File: src/rtl/rv_pipe_pkg.sv
// Shared pipeline types and constants for the 5-stage core.
// Holds fetch FSM states and the IF/ID bundle used by fetch and decode.
package rv_pipe_pkg;

    localparam int XLEN = 32;

    localparam logic [XLEN-1:0] NOP_INSTR   = 32'h0000_0013;
    localparam logic [XLEN-1:0] ECALL_INSTR = 32'h0000_0073;

    typedef enum logic [1:0] {
        BOOT,
        RUN,
        HALT
    } fetch_state_e;

    typedef struct packed {
        logic [XLEN-1:0] pc;
        logic [XLEN-1:0] pc4;
        logic [XLEN-1:0] instr;
        logic            valid;
    } ifid_t;

    function automatic ifid_t ifid_bubble(input logic [XLEN-1:0] nop);
        ifid_t b;
        b.pc    = '0;
        b.pc4   = '0;
        b.instr = nop;
        b.valid = 1'b0;
        return b;
    endfunction

endpackage

File: src/rtl/if_fetch_stage_ifid_reg.sv
// IF/ID pipeline register with bubble, load and hold controls.
// Bubble takes priority over load; neither asserted holds the contents.
module ifid_reg
    import rv_pipe_pkg::*;
#(
    parameter logic [XLEN-1:0] NOP = NOP_INSTR
) (
    input  logic  clk,
    input  logic  rst_n,
    input  logic  load,
    input  logic  bubble,
    input  ifid_t d,
    output ifid_t q
);

    // Bundle register: reset and bubble both insert a NOP
    always_ff @(posedge clk or negedge rst_n) begin
        if (!rst_n) begin
            q <= ifid_bubble(NOP);
        end else if (bubble) begin
            q <= ifid_bubble(NOP);
        end else if (load) begin
            q <= d;
        end
    end

endmodule

File: src/rtl/if_fetch_stage.sv
// Instruction fetch stage: PC, fetch FSM and IF/ID capture.
// Optional IF_PERF_CNT_EN adds saturating fetch/stall/flush counters.
module if_fetch_stage #(
    parameter logic [31:0] RESET_PC      = 32'h0000_0000,
    parameter int          IMEM_WORDS    = 73,
    parameter logic [31:0] NOP_INSTR     = 32'h0000_0013,
    parameter int          HALT_ON_ECALL = 1
) (
    input  logic        clk,
    input  logic        rst_n,
    output logic [31:0] imem_pc_o,
    input  logic [31:0] imem_instr_i,
    input  logic        stall_i,
    input  logic        redirect_i,
    input  logic [31:0] redirect_pc_i,
    output logic [31:0] ifid_pc_o,
    output logic [31:0] ifid_pc4_o,
    output logic [31:0] ifid_instr_o,
    output logic        ifid_valid_o,
    output logic        halted_o,
    output logic        fetch_fault_o
`ifdef IF_PERF_CNT_EN
    ,
    output logic [31:0] perf_fetched_o,
    output logic [31:0] perf_stall_o,
    output logic [31:0] perf_flush_o
`endif
);

    import rv_pipe_pkg::*;

    localparam logic [29:0] WORD_LIM = 30'(IMEM_WORDS);

    fetch_state_e state_q;
    logic [31:0]  pc_q;
    logic [31:0]  pc_next4;
    logic [31:0]  tgt_pc;
    logic         fault_q;
    logic         halted_q;
    logic         in_range;
    logic         is_ecall;
    logic         ifid_load;
    logic         ifid_bub;
    ifid_t        ifid_d;
    ifid_t        ifid_q;

    assign pc_next4 = pc_q + 32'd4;
    assign tgt_pc   = redirect_pc_i & ~32'h0000_0003;
    assign in_range = pc_q[31:2] < WORD_LIM;
    assign is_ecall = (HALT_ON_ECALL != 0)
                    && (imem_instr_i == ECALL_INSTR);

    assign ifid_d = '{pc:    pc_q,
                      pc4:   pc_next4,
                      instr: imem_instr_i,
                      valid: 1'b1};

    // IF/ID control: redirect > stall > fault > capture
    always_comb begin
        ifid_load = 1'b0;
        ifid_bub  = 1'b0;
        unique case (state_q)
            RUN: begin
                if (redirect_i) begin
                    ifid_bub = 1'b1;
                end else if (!stall_i) begin
                    if (in_range) ifid_load = 1'b1;
                    else          ifid_bub  = 1'b1;
                end
            end
            HALT: begin
                if (redirect_i || !stall_i) ifid_bub = 1'b1;
            end
            default: begin
                ifid_load = 1'b0;
                ifid_bub  = 1'b0;
            end
        endcase
    end

    ifid_reg #(
        .NOP (NOP_INSTR)
    ) u_ifid (
        .clk    (clk),
        .rst_n  (rst_n),
        .load   (ifid_load),
        .bubble (ifid_bub),
        .d      (ifid_d),
        .q      (ifid_q)
    );

    // Fetch FSM with PC, halt flag and sticky fault
    always_ff @(posedge clk or negedge rst_n) begin
        if (!rst_n) begin
            state_q  <= BOOT;
            pc_q     <= RESET_PC;
            fault_q  <= 1'b0;
            halted_q <= 1'b0;
        end else begin
            unique case (state_q)
                BOOT: state_q <= RUN;
                RUN: begin
                    if (redirect_i) begin
                        pc_q <= tgt_pc;
                    end else if (stall_i) begin
                        pc_q <= pc_q;
                    end else if (!in_range) begin
                        fault_q  <= 1'b1;
                        halted_q <= 1'b1;
                        state_q  <= HALT;
                    end else begin
                        pc_q <= pc_next4;
                        if (is_ecall) begin
                            halted_q <= 1'b1;
                            state_q  <= HALT;
                        end
                    end
                end
                HALT: begin
                    if (redirect_i) begin
                        pc_q     <= tgt_pc;
                        fault_q  <= 1'b0;
                        halted_q <= 1'b0;
                        state_q  <= RUN;
                    end
                end
                default: state_q <= BOOT;
            endcase
        end
    end

`ifdef IF_PERF_CNT_EN
    logic [31:0] cnt_fetch_q;
    logic [31:0] cnt_stall_q;
    logic [31:0] cnt_flush_q;
    logic        active;

    assign active = (state_q != BOOT);

    // Saturating event counters, idle during BOOT
    always_ff @(posedge clk or negedge rst_n) begin
        if (!rst_n) begin
            cnt_fetch_q <= '0;
            cnt_stall_q <= '0;
            cnt_flush_q <= '0;
        end else begin
            if (ifid_load && cnt_fetch_q != '1)
                cnt_fetch_q <= cnt_fetch_q + 32'd1;
            if (active && stall_i && cnt_stall_q != '1)
                cnt_stall_q <= cnt_stall_q + 32'd1;
            if (active && redirect_i && cnt_flush_q != '1)
                cnt_flush_q <= cnt_flush_q + 32'd1;
        end
    end

    assign perf_fetched_o = cnt_fetch_q;
    assign perf_stall_o   = cnt_stall_q;
    assign perf_flush_o   = cnt_flush_q;
`endif

    assign imem_pc_o     = pc_q;
    assign ifid_pc_o     = ifid_q.pc;
    assign ifid_pc4_o    = ifid_q.pc4;
    assign ifid_instr_o  = ifid_q.instr;
    assign ifid_valid_o  = ifid_q.valid;
    assign halted_o      = halted_q;
    assign fetch_fault_o = fault_q;

endmodule

File: config.mk
export PLATFORM = sky130hd
export DESIGN_NAME = if_fetch_stage
export DESIGN_NICKNAME = d
export VERILOG_FILES = /design/src/rtl/rv_pipe_pkg.sv /design/src/rtl/if_fetch_stage_ifid_reg.sv /design/src/rtl/if_fetch_stage.sv
export SDC_FILE = /design/constraint.sdc
export NUM_CORES = 1
export LEC_CHECK = 0
export CAP_MARGIN = 25
export CELL_PAD_IN_SITES_DETAIL_PLACEMENT = 0
export CELL_PAD_IN_SITES_GLOBAL_PLACEMENT = 1
export CORE_MARGIN = 1.5
export CORE_UTILIZATION = 37
export DETAILED_ROUTE_END_ITERATION = 8
export PLACE_DENSITY = 0.94
export SETUP_SLACK_MARGIN = 0.5
export SLEW_MARGIN = 20
export SYNTH_ARGS = -nofsm -noshare
export SYNTH_HDL_FRONTEND = slang
export SYNTH_SLANG_ARGS = --single-unit
File: constraint.sdc
create_clock -name clk -period 4.7 [get_ports clk]
set_input_delay 0.705 -clock clk [delete_from_list [all_inputs] [get_ports clk]]
set_output_delay 0.705 -clock clk [all_outputs]
set_load 0.03 [all_outputs]
==> out/metrics.yaml, run 1 <==
grt:
  grt_overflow: 0
  grt_max_degree: 83
  grt_usage: 0.1954
  grt_pass1_vias: 4335
  antenna_found_initial: 0
  grt_pass1_wl_um: 22760
worst_setup_path:
  crit_type: "in -> reg"
  r2r_cells: 7
  cp_slowest_cell: "clkdlybuf4s50_1"
  critPathLaunch: "redirect_i"
  ff2ff_setup_slack_ns: 2.08
  arrival_ns: 3.02
  slowest_delay_ns: 0.78
  r2r-start: "imem_pc_o[2]$_DFFE_PN0P_"
  cp_num_buf_inv: 2
  r2r-end: "imem_pc_o[9]$_DFFE_PN0P_"
  worstPathCellList: "clkdlybuf4s50_1 > nor2_1 > nand4_1 > a21oi_4 > buf_4 > and2_1"
  critPathMaxFanout: 59
  end_kind: "flop"
  cp-endpoint: "u_ifid.q[51]$_DFFE_PN0P_"
  crit_family: "buffers and inverters"
  worstPathRequired_ns: 5.05
  cp_num_cells: 6
  worstSetupStartpointType: "input pin"
placement:
  gp_congestion: 0.8968
  post-place-cells: 795
  placed_cell_area_um2: 7363
  io_buffers: 194
  place_ws_ns: 1.614
  dp_hpwl_um: 10400
cells_and_area:
  insertedDiodeCount: 0
  utilization: 0.5630
  fillerInstances: 1161
  final_nets: 707
  multi_input_area_um2: 1891
  fin_cells: 827
  regArea_um2: 3207
  syn_to_final_growth_pct: 46.49
  fin_area_um2: 7905
  final_layout_size_suffix_gt1_frac: 0.09119
timing:
  hold_viol: 0
  rsz0062_at_grt: "false"
  period_needed_ns: 2.668
  setup_tns_ns: 0
  fin_ws_ns: 2.032
  fin_crit_sh: 0.5678
  slew_viol_final: 0
  holdWs_ns: 0.3229
  max_freq_mhz: 374.7
  tightestPinTransition_ns: 0.9319
  relSlewSlack: 0.3764
  finClkSkew_ns: 0.007594
  setup_viol: 0
floorplan:
  die_area_um2: 15320
  fp.dieH_um: 123.8
  ioPinCount: 199
  fp.coreArea_um2: 14040
  start_util: 0.3843
  fp.dieW_um: 123.8
  num_rows: 43
logic_synthesis:
  synthDistinctLibCells: 55
  syn_area_um2: 5396
  synth_area_leader_cell: "dfrtp_1"
  synth_top_cells_by_count: "dfrtp_1 (125), and2_1 (48), a22o_1 (43), nor2_1 (25), a21oi_1 (16)"
  yosysMostFrequentCell: "dfrtp_1"
  synth.area.top_cells: "dfrtp_1 (58%), a22o_1 (7.0%), and2_1 (5.6%)"
  synth_top_flop_cell: "dfrtp_1"
  ys_async_sr_fraction: 1.000
  ys_ff_latch: 128
  synth_edf_count: 0
  synth_top_area_frac: 0.5796
  ys_warn_count: 0
  yosysSeqAreaShare: 0.5942
  avgSynthCellArea_um2: 11.97
  syn_inst: 451
clock_network:
  cts_sinks: 128
  root_buffer: "clkbuf_16"
  clk_pin_slew_ns: 0.06
  cts_buffer_depth: 2
  cts-resized-gates: 0
  clock_latency_ns: 0.42
  cts_buffers: 17
  post-cts-setup-buffers: 0
  cts_tree: "built"
  htreeDepth: 4
  cts_hold_buf: 0
power:
  internal_power_mw: 2.428
  clockPowerShare: 0.298
  p_sw_mw: 1.541
  power_frac_seq: 0.368
  leakage_nw: 3.444
  total_power_mw: 3.969
  p_comb_frac: 0.334
  peakVddDrop_v: 0.0003803
  switching_share: 0.3883
  p_per_area_nw_per_um2: 502.1
detailed_routing:
  routedWlPerCell_um: 17.95
  drtIter0Drc: 270
  drt_first_pass_iters: 5
  drc: 0
  finalWirelength_um: 14850
  viasPerCell: 5.363
  num_vias: 4435
  final_antenna_net_count: 0
run_status:
  status: "complete, no violations"
min_path:
  hold_path_class: "in -> async"
flow_run:
  maxCapViolCount: 0
kinds of logic (layout without fill, tap and decap cells):
| family | after synthesis | after routing | synth area share |
|---|---|---|---|
| compound gates | 120 | 120 | 0.1716 |
| xor+xnor | 5 | 5 | 0.008116 |
| fa+ha+maj | 5 | 5 | 0.01159 |
| flops | 128 | 128 | 0.5943 |
| buf+inv | 52 | 247 | 0.05750 |
| mux | 6 | 6 | 0.01206 |
| other cells | 1 | 2 | 0.0006949 |
| simple gates | 134 | 134 | 0.1442 |
state kept, by name (all words and copies together) (netlist names):
| signal | flops |
|---|---|
| fetch_fault_o | 1 |
| imem_pc_o | 30 |
| u_ifid.q | 94 |
| state_q | 2 |
| halted_o | 1 |
worst min path at each step:
stage	start	endpoint
after detailed placement	u_ifid.q[5]$_DFFE_PN1P_	u_ifid.q[5]$_DFFE_PN1P_
after global placement	u_ifid.q[1]$_DFFE_PN1P_	u_ifid.q[1]$_DFFE_PN1P_
after global routing	rst_n	u_ifid.q[72]$_DFFE_PN0P_
final	rst_n	u_ifid.q[72]$_DFFE_PN0P_
after floorplan	rst_n	fetch_fault_o$_DFFE_PN0P_
after CTS	u_ifid.q[5]$_DFFE_PN1P_	u_ifid.q[5]$_DFFE_PN1P_
worst register-to-register path, cell delays in order, from the launching register on:
cell and delay (ns):
dfrtp_1 0.50, inv_1 0.17, ha_1 0.17, nand2b_1 0.08, a31oi_2 0.34, a41oi_4 0.26, nor2_1 0.77, a21oi_1 0.16
final cells by class:
class | instances | area share
multi-input cells | 272 | 0.2392
repair buffers | 200 | 0.2515
well taps | 180 | 0.02849
clock inverters | 15 | 0.01425
flip-flops and latches | 128 | 0.4057
clock buffers | 17 | 0.05381
inverters | 15 | 0.007123
placed cells by master, fill, tap and decap left out, types with 3 or more instances in the layout:
cell	count
clkinv_4	3
a2bb2oi_1	6
mux2_2	4
o21ai_1	3
and3_1	3
nor2_1	25
clkinvlp_4	6
nor4_2	4
nand2_1	13
clkbuf_16	17
inv_1	15
inv_6	3
clkinv_2	3
nand2b_1	3
dfrtp_1	125
nor4_1	9
nand3_1	7
a22o_1	43
clkdlybuf4s50_1	193
and2_1	48
dfstp_2	3
buf_4	6
o22ai_1	6
a32o_1	8
nand4_1	10
a21oi_1	16
xnor2_1	3
o21ai_0	15
ha_1	5
power by group through the flow:
stage / clock, mW / combinational (mW) / sequential (mW)
floorplan: 0 / 0.708 / 1.63
global placement: 0 / 1.29 / 1.47
detailed placement: 0 / 1.32 / 1.47
CTS: 1.21 / 1.33 / 1.46
global route: 1.26 / 1.42 / 1.49
finish: 1.18 / 1.32 / 1.46
routing by layer:
metal  global-route usage  wire (µm)  vias to the layer above
met2               0.3097       7161                      234
met1               0.2499       6187                     2185
met3              0.05540       1166                       25
met4              0.08477        332                        0
met5                    0          0                        -
li1                     -          -                     1991
Note: power is estimated with default switching activity, not from simulation.
==> inputs of run 2 (changes only) <==
--- a/config.mk
+++ b/config.mk
@@ -9,9 +9,9 @@
 export CELL_PAD_IN_SITES_DETAIL_PLACEMENT = 0
 export CELL_PAD_IN_SITES_GLOBAL_PLACEMENT = 1
 export CORE_MARGIN = 1.5
-export CORE_UTILIZATION = 37
+export CORE_UTILIZATION = 31
 export DETAILED_ROUTE_END_ITERATION = 8
-export PLACE_DENSITY = 0.94
+export PLACE_DENSITY = 0.85
 export SETUP_SLACK_MARGIN = 0.5
 export SLEW_MARGIN = 20
 export SYNTH_ARGS = -nofsm -noshare
==> constraint.sdc (replaced) <==
create_clock -name clk -period 2.3 [get_ports clk]
set_input_delay 0.345 -clock clk [delete_from_list [all_inputs] [get_ports clk]]
set_output_delay 0.345 -clock clk [all_outputs]
set_load 0.03 [all_outputs]
==> run 2 against run 1 <==
Against the previous run:
- non-clock buffer count rose by 51
- combinational power rose to 2.9 times the previous value
- clock power up 120%
- setup slack got worse by 1.7 ns
- critical path depth up 1
- sequential share of layout area fell by 4.9 points
- routed wire length grew 14%
==> out/metrics.yaml, run 2 (synthesis results as in run 1) <==
cells_and_area:
  largest_reg_flops: 94  # unchanged
  insertedDiodeCount: 0  # unchanged
  multi_input_area_um2: 2288  # was 1891 µm²
  top_register: "u_ifid.q"  # unchanged
  fin_area_um2: 9074  # was 7905 µm²
  syn_to_final_growth_pct: 68.14  # was 46.49%
  regArea_um2: 3232  # was 3207 µm²
  final_layout_size_suffix_gt1_frac: 0.2575  # was 0.09119
  fillerInstances: 1461  # was 1161
  final_common_cell: "dfrtp_1"  # was clkdlybuf4s50_1
  utilization: 0.5283  # was 0.5630
  final_nets: 759  # was 707
  final_cell_mix: "dfrtp_1 (105), dlygate4sd2_1 (88), clkdlybuf4s50_1 (60), and2_1 (47), dlymetal6s2s_1 (44)"  # was clkdlybuf4s50_1 (193), dfrtp_1 (125), and2_1 (48), a22o_1 (43), nor2_1 (25)
grt:
  grt_overflow: 0  # unchanged
  antenna_found_initial: 1  # was 0
  grt_max_degree: 48  # was 83
  grt_pass1_wl_um: 26190  # was 22760 µm
  grt_usage: 0.1875  # was 0.1954
  grt_pass1_vias: 4779  # was 4335
worst_setup_path:
  ff2ff_setup_slack_ns: 0.33  # was 2.08 ns
  worstSetupStartpointType: "flop"  # was input pin
  worstPathCellList: "nor4_4 > and4_4 > nand4_1 > a21oi_4 > buf_12 > buf_12 > and2_1"  # was clkdlybuf4s50_1 > nor2_1 > nand4_1 > a21oi_4 > buf_4 > and2_1
  worstPathRequired_ns: 2.64  # was 5.05 ns
  r2r_cells: 7  # unchanged
  crit_top_cell: "buf_12"
  crit_type: "reg -> reg"  # was in -> reg
  r2r-end: "u_ifid.q[52]$_DFFE_PN0P_"  # was imem_pc_o[9]$_DFFE_PN0P_
  cp_slowest_cell: "dfrtp_2"  # was clkdlybuf4s50_1
  slowest_delay_ns: 0.44  # was 0.78 ns
  r2r-start: "imem_pc_o[21]$_DFFE_PN0P_"  # was imem_pc_o[2]$_DFFE_PN0P_
  arrival_ns: 2.31  # was 3.02 ns
  end_kind: "flop"  # unchanged
  critPathMaxFanout: 28  # was 59
clock_network:
  cts_buffers: 17  # unchanged
  clk_pin_slew_ns: 0.06  # about the same
  htreeDepth: 4  # unchanged
  cts_buffer_depth: 2  # unchanged
  root_buffer: "clkbuf_16"  # unchanged
  cts_sinks: 128  # unchanged
  cts_tree: "built"  # unchanged
  clock_latency_ns: 0.42  # about the same
power:
  clockPowerShare: 0.272  # was 0.298
  peakVddDrop_v: 0.0007613  # was 0.0003803 V
  p_sw_mw: 3.653  # was 1.541 mW
  internal_power_mw: 5.768  # was 2.428 mW
  power_frac_seq: 0.316  # was 0.368
  leakage_nw: 4.970  # was 3.444 nW
  p_per_area_nw_per_um2: 1038  # was 502.1 nW/µm²
  switching_share: 0.3878  # was 0.3883
  p_comb_frac: 0.413  # was 0.334
floorplan:
  ioPinCount: 199  # unchanged
  start_util: 0.3142  # was 0.3843
  num_rows: 48  # was 43
  die_area_um2: 18210  # was 15320 µm²
  fp.dieH_um: 134.9  # was 123.8 µm
  fp.coreArea_um2: 17180  # was 14040 µm²
  fp.dieW_um: 134.9  # was 123.8 µm
run_status:
  status: "complete, no violations"  # unchanged
flow_run:
  maxCapViolCount: 0  # unchanged
placement:
  placed_cell_area_um2: 7742  # was 7363 µm²
  dp_hpwl_um: 11290  # was 10400 µm
  io_buffers: 194  # unchanged
  gp_congestion: 0.8161  # was 0.8968
detailed_routing:
  final_antenna_net_count: 0  # unchanged
  drc: 0  # unchanged
  routedWlPerCell_um: 18.29  # was 17.95 µm
  drt_first_pass_iters: 4  # was 5
  finalWirelength_um: 16900  # was 14850 µm
  num_vias: 4686  # was 4435
  drtIter0Drc: 234  # was 270
  viasPerCell: 5.071  # was 5.363
timing:
  max_freq_mhz: 507.6
  fin_crit_sh: 0.8566
  relSlewSlack: 0.5343  # was 0.3764
  setup_viol: 0  # unchanged
  hold_viol: 0  # unchanged
  slew_viol_final: 0  # unchanged
  tightestPinTransition_ns: 0.6986  # was 0.9319 ns
  period_needed_ns: 1.970
  finClkSkew_ns: 0.01467  # was 0.007594 ns
  rsz0062_at_grt: "true"  # was false
min_path:
  hp-start: "imem_instr_i[6]"
  min_to: "u_ifid.q[7]$_DFFE_PN0P_"
  hold_path_class: "in -> reg"  # was in -> async
  whs_path_depth: 2
## run 2: changes by cell type in the layout (fill, tap and decap cells not counted), moves of 11 or more
cell             delta
dfrtp_2            +20
buf_12             +11
clkdlybuf4s50_1   -133
dfrtp_1            -20
dlymetal6s2s_1     +44
dlygate4sd2_1      +88
buf_4              +26
## run 2: worst max path at each step
stage | start | to | depth (start not counted)
floorplan | imem_pc_o[31]$_DFFE_PN0P_ | imem_pc_o[19]$_DFFE_PN0P_ | 6
global placement | imem_instr_i[0] | state_q[1]$_DFFE_PN0P_ | 7
CTS | imem_pc_o[20]$_DFFE_PN0P_ | u_ifid.q[39]$_DFFE_PN0P_ | 7
finish | imem_pc_o[21]$_DFFE_PN0P_ | u_ifid.q[52]$_DFFE_PN0P_ | 7
detailed placement | imem_instr_i[3] | state_q[1]$_DFFE_PN0P_ | 7
global route | imem_pc_o[20]$_DFFE_PN0P_ | u_ifid.q[58]$_DFFE_PN0P_ | 7
## run 2: per-stage QoR
step	hold WS (ns)	setup slack (ns)	std cells	TNS, ns	total power [mW]
2_1_floorplan	0.04941	0.3816	452	0	4.932
3_3_place_gp	0.4388	-0.1601	862	-0.3708	6.070
3_5_place_dp	0.4467	-0.1893	862	-0.4556	6.152
4_1_cts	0.0005367	0.3354	913	0	9.087
5_1_grt	0.3200	0.1873	924	0	9.928
6_report	0.3245	0.3298	924	0	9.422
## run 2: layout make-up
cell class,instances,area share
Clock buffer,18,0.04840
Clock inverter,14,0.01475
Inverter,15,0.006205
Multi-Input combinational cell,273,0.2522
Sequential cell,128,0.3562
Tap cell,225,0.03103
Timing Repair Buffer,251,0.2912
## run 2: worst max-delay path, delay by kind of cell, from the launching register on
family	cells	cell delay (ns)
buf+inv	2	0.33
simple gates	4	0.92
compound gates	1	0.20
flops	1	0.44
## run 2: power by group through the flow
stage	Combinational [mW]	Clock, mW	Sequential, mW
final	3.89	2.56	2.97
after global routing	4.16	2.74	3.02
after CTS	3.52	2.62	2.95
after detailed placement	3.22	0	2.93
after global placement	3.15	0	2.93
after floorplan	1.57	0	3.37
## run 2: timing repair
action / 4_1_cts / 5_1_grt
hold buffers: 0 / 1
buffers inserted: 15 / 9
pin swaps: 20 / 12
endpoints found under the setup margin: 206 / 172
endpoints found under the hold margin: 0 / 4
gates resized for setup: 133 / 86
gates cloned: 4 / 1
## run 2: layer usage
layer / track usage / routed length, µm / up-vias / share of wire
met2: 0.3037 / 8282 / 187 / 0.49
met3: 0.06456 / 1346 / 29 / 0.080
li1: - / - / 2110 / -
met1: 0.2321 / 6975 / 2358 / 0.41
met5: 0 / 12 / - / 0.00071
met4: 0.06930 / 284 / 2 / 0.017
